==> src/rtl/mips_pkg.sv <==
// Shared encodings for the MIPS control/ALU slice.
// Holds the opcode and funct values, the ALU operation and next-PC source
// encodings, the decoded-control bundle, and the immediate-extension helper.
package mips_pkg;

  // Primary opcodes (instruction[31:26])
  localparam logic [5:0] OP_RTYPE = 6'h00;
  localparam logic [5:0] OP_J     = 6'h02;
  localparam logic [5:0] OP_JAL   = 6'h03;
  localparam logic [5:0] OP_BEQ   = 6'h04;
  localparam logic [5:0] OP_BNE   = 6'h05;
  localparam logic [5:0] OP_ADDI  = 6'h08;
  localparam logic [5:0] OP_ADDIU = 6'h09;
  localparam logic [5:0] OP_SLTI  = 6'h0A;
  localparam logic [5:0] OP_ANDI  = 6'h0C;
  localparam logic [5:0] OP_ORI   = 6'h0D;
  localparam logic [5:0] OP_XORI  = 6'h0E;
  localparam logic [5:0] OP_BSZ   = 6'h14;
  localparam logic [5:0] OP_BSNZ  = 6'h15;
  localparam logic [5:0] OP_JM    = 6'h16;
  localparam logic [5:0] OP_LW    = 6'h23;
  localparam logic [5:0] OP_SW    = 6'h2B;

  // R-type function codes (instruction[5:0])
  localparam logic [5:0] F_SLL  = 6'h00;
  localparam logic [5:0] F_SRL  = 6'h02;
  localparam logic [5:0] F_JR   = 6'h08;
  localparam logic [5:0] F_ADD  = 6'h20;
  localparam logic [5:0] F_ADDU = 6'h21;
  localparam logic [5:0] F_SUB  = 6'h22;
  localparam logic [5:0] F_SUBU = 6'h23;
  localparam logic [5:0] F_AND  = 6'h24;
  localparam logic [5:0] F_OR   = 6'h25;
  localparam logic [5:0] F_XOR  = 6'h26;
  localparam logic [5:0] F_SLT  = 6'h2A;

  typedef enum logic [2:0] {
    ALU_ADD = 3'b000,
    ALU_SUB = 3'b001,
    ALU_AND = 3'b010,
    ALU_OR  = 3'b011,
    ALU_XOR = 3'b100,
    ALU_SLL = 3'b101,
    ALU_SRL = 3'b110,
    ALU_SLT = 3'b111
  } alu_op_e;

  typedef enum logic [1:0] {
    PC_SEQ  = 2'b00,  // sequential or conditional branch
    PC_JUMP = 2'b01,  // addr26 jump target
    PC_REG  = 2'b10,  // rs_data
    PC_MEM  = 2'b11   // memory data
  } pc_sel_e;

  typedef struct packed {
    logic    reg_write;
    logic    reg_dst;
    logic    write_reg31;
    logic    link;
    logic    alu_src;
    logic    ext_op;
    logic    mem_write;
    logic    mem_to_reg;
    logic    is_jump;
    logic    zero_branch;
    logic    need_zero;
    logic    status_branch;
    logic    need_st_z;
    alu_op_e alu_op;
    pc_sel_e pc_select;
  } ctrl_t;

  // Sign- or zero-extend a 16-bit immediate to 32 bits.
  function automatic logic [31:0] ext_imm(input logic [15:0] imm, input logic sign_ext);
    return sign_ext ? {{16{imm[15]}}, imm} : {16'h0000, imm};
  endfunction

endpackage

==> src/rtl/mips_alu.sv <==
// Combinational 32-bit ALU.
// Ports: a_i/b_i operands, shamt_i shift amount (applies to b_i),
// alu_op_i operation select, result_o result, zero_o (result_o == 0).
module mips_alu
  import mips_pkg::*;
(
  input  logic [31:0] a_i,
  input  logic [31:0] b_i,
  input  logic [4:0]  shamt_i,
  input  alu_op_e     alu_op_i,
  output logic [31:0] result_o,
  output logic        zero_o
);

  // Operation select; add/sub wrap modulo 2^32
  always_comb begin
    result_o = 32'h0000_0000;
    case (alu_op_i)
      ALU_ADD: result_o = a_i + b_i;
      ALU_SUB: result_o = a_i - b_i;
      ALU_AND: result_o = a_i & b_i;
      ALU_OR:  result_o = a_i | b_i;
      ALU_XOR: result_o = a_i ^ b_i;
      ALU_SLL: result_o = b_i << shamt_i;
      ALU_SRL: result_o = b_i >> shamt_i;
      ALU_SLT: result_o = ($signed(a_i) < $signed(b_i)) ? 32'h0000_0001 : 32'h0000_0000;
      default: result_o = 32'h0000_0000;
    endcase
  end

  assign zero_o = (result_o == 32'h0000_0000);

endmodule

==> src/rtl/mips_ctrl_alu.sv <==
// MIPS instruction decoder plus ALU with a registered zero-status flag.
// Inputs: clk, rst_n (synchronous active-low), instruction, rs_data, rt_data.
// Outputs: decode controls, branch/jump controls, alu_op, pc_select,
// alu_out/alu_zout (combinational) and st_z (registered alu_zout).
module mips_ctrl_alu
  import mips_pkg::*;
(
  input  logic        clk,
  input  logic        rst_n,
  input  logic [31:0] instruction,
  input  logic [31:0] rs_data,
  input  logic [31:0] rt_data,
  output logic        reg_write,
  output logic        reg_dst,
  output logic        write_reg31,
  output logic        link,
  output logic        alu_src,
  output logic        ext_op,
  output logic        mem_write,
  output logic        mem_to_reg,
  output logic        is_jump,
  output logic        zero_branch,
  output logic        need_zero,
  output logic        status_branch,
  output logic        need_st_z,
  output logic [2:0]  alu_op,
  output logic [1:0]  pc_select,
  output logic [31:0] alu_out,
  output logic        alu_zout,
  output logic        st_z
);

  logic [5:0]  op;
  logic [5:0]  funct;
  logic [4:0]  shamt;
  logic [15:0] imm16;
  ctrl_t       ctrl;
  logic [31:0] alu_b;
  logic        st_z_d;
  logic        st_z_q;
  logic        unused_fields;

  assign op    = instruction[31:26];
  assign funct = instruction[5:0];
  assign shamt = instruction[10:6];
  assign imm16 = instruction[15:0];
  // Register-number fields are consumed by the register file, not here.
  assign unused_fields = ^instruction[25:16];

  // Instruction decode; unlisted op/funct leaves every control at 0 (NOP)
  always_comb begin
    ctrl = '0;
    ctrl.alu_op    = ALU_ADD;
    ctrl.pc_select = PC_SEQ;
    case (op)
      OP_RTYPE: begin
        ctrl.reg_write = 1'b1;
        ctrl.reg_dst   = 1'b1;
        case (funct)
          F_ADD, F_ADDU: ctrl.alu_op = ALU_ADD;
          F_SUB, F_SUBU: ctrl.alu_op = ALU_SUB;
          F_AND:         ctrl.alu_op = ALU_AND;
          F_OR:          ctrl.alu_op = ALU_OR;
          F_XOR:         ctrl.alu_op = ALU_XOR;
          F_SLT:         ctrl.alu_op = ALU_SLT;
          F_SLL:         ctrl.alu_op = ALU_SLL;
          F_SRL:         ctrl.alu_op = ALU_SRL;
          F_JR: begin
            ctrl           = '0;
            ctrl.alu_op    = ALU_ADD;
            ctrl.is_jump   = 1'b1;
            ctrl.pc_select = PC_REG;
          end
          default: begin
            ctrl           = '0;
            ctrl.alu_op    = ALU_ADD;
            ctrl.pc_select = PC_SEQ;
          end
        endcase
      end
      OP_ADDI, OP_ADDIU, OP_SLTI, OP_ANDI, OP_ORI, OP_XORI: begin
        ctrl.reg_write = 1'b1;
        ctrl.alu_src   = 1'b1;
        // Arithmetic immediates sign-extend, logical ones zero-extend
        ctrl.ext_op    = (op == OP_ADDI) || (op == OP_ADDIU) || (op == OP_SLTI);
        case (op)
          OP_SLTI: ctrl.alu_op = ALU_SLT;
          OP_ANDI: ctrl.alu_op = ALU_AND;
          OP_ORI:  ctrl.alu_op = ALU_OR;
          OP_XORI: ctrl.alu_op = ALU_XOR;
          default: ctrl.alu_op = ALU_ADD;
        endcase
      end
      OP_LW: begin
        ctrl.reg_write  = 1'b1;
        ctrl.alu_src    = 1'b1;
        ctrl.ext_op     = 1'b1;
        ctrl.mem_to_reg = 1'b1;
      end
      OP_SW: begin
        ctrl.alu_src   = 1'b1;
        ctrl.ext_op    = 1'b1;
        ctrl.mem_write = 1'b1;
      end
      OP_BEQ, OP_BNE: begin
        ctrl.alu_op      = ALU_SUB;
        ctrl.zero_branch = 1'b1;
        ctrl.need_zero   = (op == OP_BEQ);
      end
      OP_J: begin
        ctrl.is_jump   = 1'b1;
        ctrl.pc_select = PC_JUMP;
      end
      OP_JAL: begin
        // reg_write stays 0: the link write is gated by 'link' downstream
        ctrl.is_jump     = 1'b1;
        ctrl.pc_select   = PC_JUMP;
        ctrl.link        = 1'b1;
        ctrl.write_reg31 = 1'b1;
      end
      OP_BSZ, OP_BSNZ: begin
        ctrl.status_branch = 1'b1;
        ctrl.need_st_z     = (op == OP_BSZ);
      end
      OP_JM: begin
        ctrl.alu_src   = 1'b1;
        ctrl.ext_op    = 1'b1;
        ctrl.is_jump   = 1'b1;
        ctrl.pc_select = PC_MEM;
      end
      default: begin
        ctrl           = '0;
        ctrl.alu_op    = ALU_ADD;
        ctrl.pc_select = PC_SEQ;
      end
    endcase
  end

  assign alu_b = ctrl.alu_src ? ext_imm(imm16, ctrl.ext_op) : rt_data;

  mips_alu u_alu (
    .a_i      (rs_data),
    .b_i      (alu_b),
    .shamt_i  (shamt),
    .alu_op_i (ctrl.alu_op),
    .result_o (alu_out),
    .zero_o   (alu_zout)
  );

  assign st_z_d = alu_zout;

  // Zero-status register, captured every cycle; reset wins over the update
  always_ff @(posedge clk) begin
    if (!rst_n) begin
      st_z_q <= 1'b0;
    end else begin
      st_z_q <= st_z_d;
    end
  end

  assign reg_write     = ctrl.reg_write;
  assign reg_dst       = ctrl.reg_dst;
  assign write_reg31   = ctrl.write_reg31;
  assign link          = ctrl.link;
  assign alu_src       = ctrl.alu_src;
  assign ext_op        = ctrl.ext_op;
  assign mem_write     = ctrl.mem_write;
  assign mem_to_reg    = ctrl.mem_to_reg;
  assign is_jump       = ctrl.is_jump;
  assign zero_branch   = ctrl.zero_branch;
  assign need_zero     = ctrl.need_zero;
  assign status_branch = ctrl.status_branch;
  assign need_st_z     = ctrl.need_st_z;
  assign alu_op        = ctrl.alu_op;
  assign pc_select     = ctrl.pc_select;
  assign st_z          = st_z_q;

endmodule

==> config.mk <==
export PLATFORM = sky130hd
export DESIGN_NAME = mips_ctrl_alu
export DESIGN_NICKNAME = d
export VERILOG_FILES = /design/src/rtl/mips_pkg.sv /design/src/rtl/mips_alu.sv /design/src/rtl/mips_ctrl_alu.sv
export SDC_FILE = /design/constraint.sdc
export NUM_CORES = 1
export LEC_CHECK = 0
export ABC_AREA = 1
export BUFFER_PORTS_ARGS = -buffer_cell sky130_fd_sc_hd__buf_4
export CAP_MARGIN = 20
export CORE_MARGIN = 1
export CORE_UTILIZATION = 45
export CTS_CLUSTER_SIZE = 30
export DETAILED_ROUTE_END_ITERATION = 8
export HOLD_SLACK_MARGIN = 0.02
export PLACE_DENSITY = 0.65
export SYNTH_ARGS = -nofsm -noshare
export SYNTH_HDL_FRONTEND = slang
export SYNTH_SLANG_ARGS = --single-unit
==> constraint.sdc <==
create_clock -name clk -period 3.9 [get_ports clk]
set_input_delay 0 -clock clk [delete_from_list [all_inputs] [get_ports clk]]
set_output_delay 0 -clock clk [all_outputs]
set_load 0.01 [all_outputs]
==> key figures <==
Cells and area
  • Final instance area: 0.0130 sq mm
  • Max reg flops: 1
  • Fin nets: 2393
  • Most common cell after layout, fill and taps aside: nand2_1
  • Commonest cells after routing, fill and taps aside: nand2_1 (431), nand3_1 (426), buf_4 (280)
  • Layout Cells excl Fill: 2475
  • Share of cells above drive strength 1: 0.236
  • Antenna cells: 0
  • Area grow syn2layout: 27.8%

Floorplanning
  • Die area: 0.0232 sq mm
  • Die height: 152 microns
  • FP Rows: 54
  • Starting Density: 0.462
  • Die X: 152 microns
  • Core box area: 0.0220 sq mm
  • I/O pin count: 150

Route
  • DR pass1 iterations: 8
  • Post-route DRC: 0
  • Via count: 14900
  • Vias per cell: 6.00
  • Remaining antenna violation count after routing: 0
  • Wirelength per Cell: 19.9 microns
  • Drt total wl: 49200 microns
  • 1st-iter DRT viols: 1951

STA
  • Hold Fails Final Rpt: 0
  • Fin crit period: 3.72 ns
  • Slew HR: 0.287
  • Crit share post-route: 0.954
  • Worst Tran Pin Value: 1.07 ns
  • Slew Viols, Final: 0
  • Final setup fails: 0
  • FMAX: 269 MHz

Setup path
  • CP Launch Type: input port
  • CP arrival: 3.72 ns
  • Critical path fanouts, max: 7
  • Critical Path Max Stage Delay: 0.30 ns
  • Worst path required time: 3.90 ns
  • Critical path class: in -> out
  • CP endpoint kind: output pin
  • CP max stage cell: ha_4

Clocking
  • Clk slew on worst S/H paths: 0 ns
  • # hold bufs at CTS: 0

Synth
  • Syn nets: 2199
  • Top_reg_cell synth: dfxtp_1
  • Netlist cell types: 53
  • Register area share after synthesis: 0.00197
  • Syn Inst Count: 2003
  • Mapped cell area: 0.0102 sq mm
  • Area share of the largest cell type after synthesis: 0.214
  • YS warnings: 0
  • FFs w/ async S/R, synth: 0
  • Largest area contributor in the netlist: nand3_1
  • Post-synth EDFFs: 0
  • Mapped Avg Cell Area: 5.08 sq um
  • Yosys reg bits: 1
  • Area contributors post-synth: nand3_1 (21%), nand2_1 (17%), ha_1 (12%), inv_1 (9.0%), nor2_1 (7.8%)

Power
  • Max VDD drop: 0.125 mV
  • Pwr Density: 201 mW/mm^2
  • Overall Power: 2.62 mW
  • Pleak: 6.82 nW

Worst hold path
  • Hold Crit Class: in -> reg

Run
  • Max_cap viols: 0

Global routing
  • Vias in the first global route: 13000
  • Total track usage: 0.395
  • Grt ovf: 0
  • First-pass GRT wire length: 72100 microns
  • Largest net degree at the start of global routing: 70
  • Antenna violations before repair: 0

Placement
  • Placed cell count: 2465
  • Dpl hpwl: 39900 microns
  • Placer Congestion: 1.06
  • IO Port Bufs: 139
  • Area after DPL: 0.0122 sq mm

Run status
  • Outcome: finished, final reports clean
-- worst paths after layout --
path	start	to	slack (ns)	cells after the start
max	instruction[31]	alu_zout	0.18	29
min	rst_n	st_z$_SDFF_PN0_	0.22	3
-- per-layer routing --
layer,share of wire,vias up,routed length (microns),GRT usage
met2,0.44,917,21900,0.633
li1,-,7030,-,-
met1,0.42,6809,20600,0.552
met4,0.032,0,1570,0.108
met3,0.11,100,5180,0.0515
met5,0,-,0,0
-- cell type report --
| type | count | area, sq um |
|---|---|---|
| Fill cell | 2317 | 9010 |
| Multi-Input combinational cell | 1641 | 9360 |
| Timing Repair Buffer | 290 | 2290 |
| Tap cell | 280 | 350 |
| Sequential cell | 1 | 20.0 |
| Inverter | 263 | 992 |
-- cells in the mapped netlist (all sizes together) (4+ instances only) --
master	number
nand2	488
nand3	450
inv	260
nor2	222
a21oi	130
ha	96
o21ai	86
buf	56
nand4	45
clkbuf	43
nor3	20
or2	19
xor2	17
o211ai	14
o21bai	11
o22ai	6
a21o	5
a31oi	4
o221ai	4
-- worst max-delay path, delay by kind of cell --
kind                     cells  cell delay, ns
AO/OA/AOI/OAI                5            0.78
adder cells (fa/ha/maj)      1            0.30
buffers and inverters        8            0.83
AND/OR/NAND/NOR             15            1.79
-- repair_timing --
action,CTS,global route
setup buffers,0,7
gates cloned,0,2
pin swaps,0,33
gates resized for setup,6,169
setup endpoints to repair,2,4
-- stage by stage --
stage	worst slack [ns]	util	setup TNS (ns)	hold WS, ns
after floorplan	0.696	-	0	0.0374
after global placement	0.00427	0.556	0	0.218
after detailed placement	-0.164	0.556	-0.310	0.224
after CTS	0.00420	0.556	0	0.225
after global routing	-0.0764	0.591	-0.145	0.253
final	0.179	0.591	0	0.225
-- where the power goes --
group | total, mW | internal, mW | switching [mW]
Combinational | 2.61 | 0.992 | 1.62
Sequential | 0.0104 | 0.0104 | 0.0000000000195
Clock | 0 | 0 | 0
Total | 2.62 | 1.00 | 1.62
-- cell families (layout without fill, tap and decap cells) --
logic type	count (synthesis)	count (layout)	share of synthesized area
simple gates	1250	1251	0.566
compound gates	275	275	0.153
fa+ha+maj	98	98	0.122
flops	1	1	0.00197
buf+inv	362	553	0.143
xor+xnor	17	17	0.0146
No activity file was read; power rests on OpenSTA's default activity.
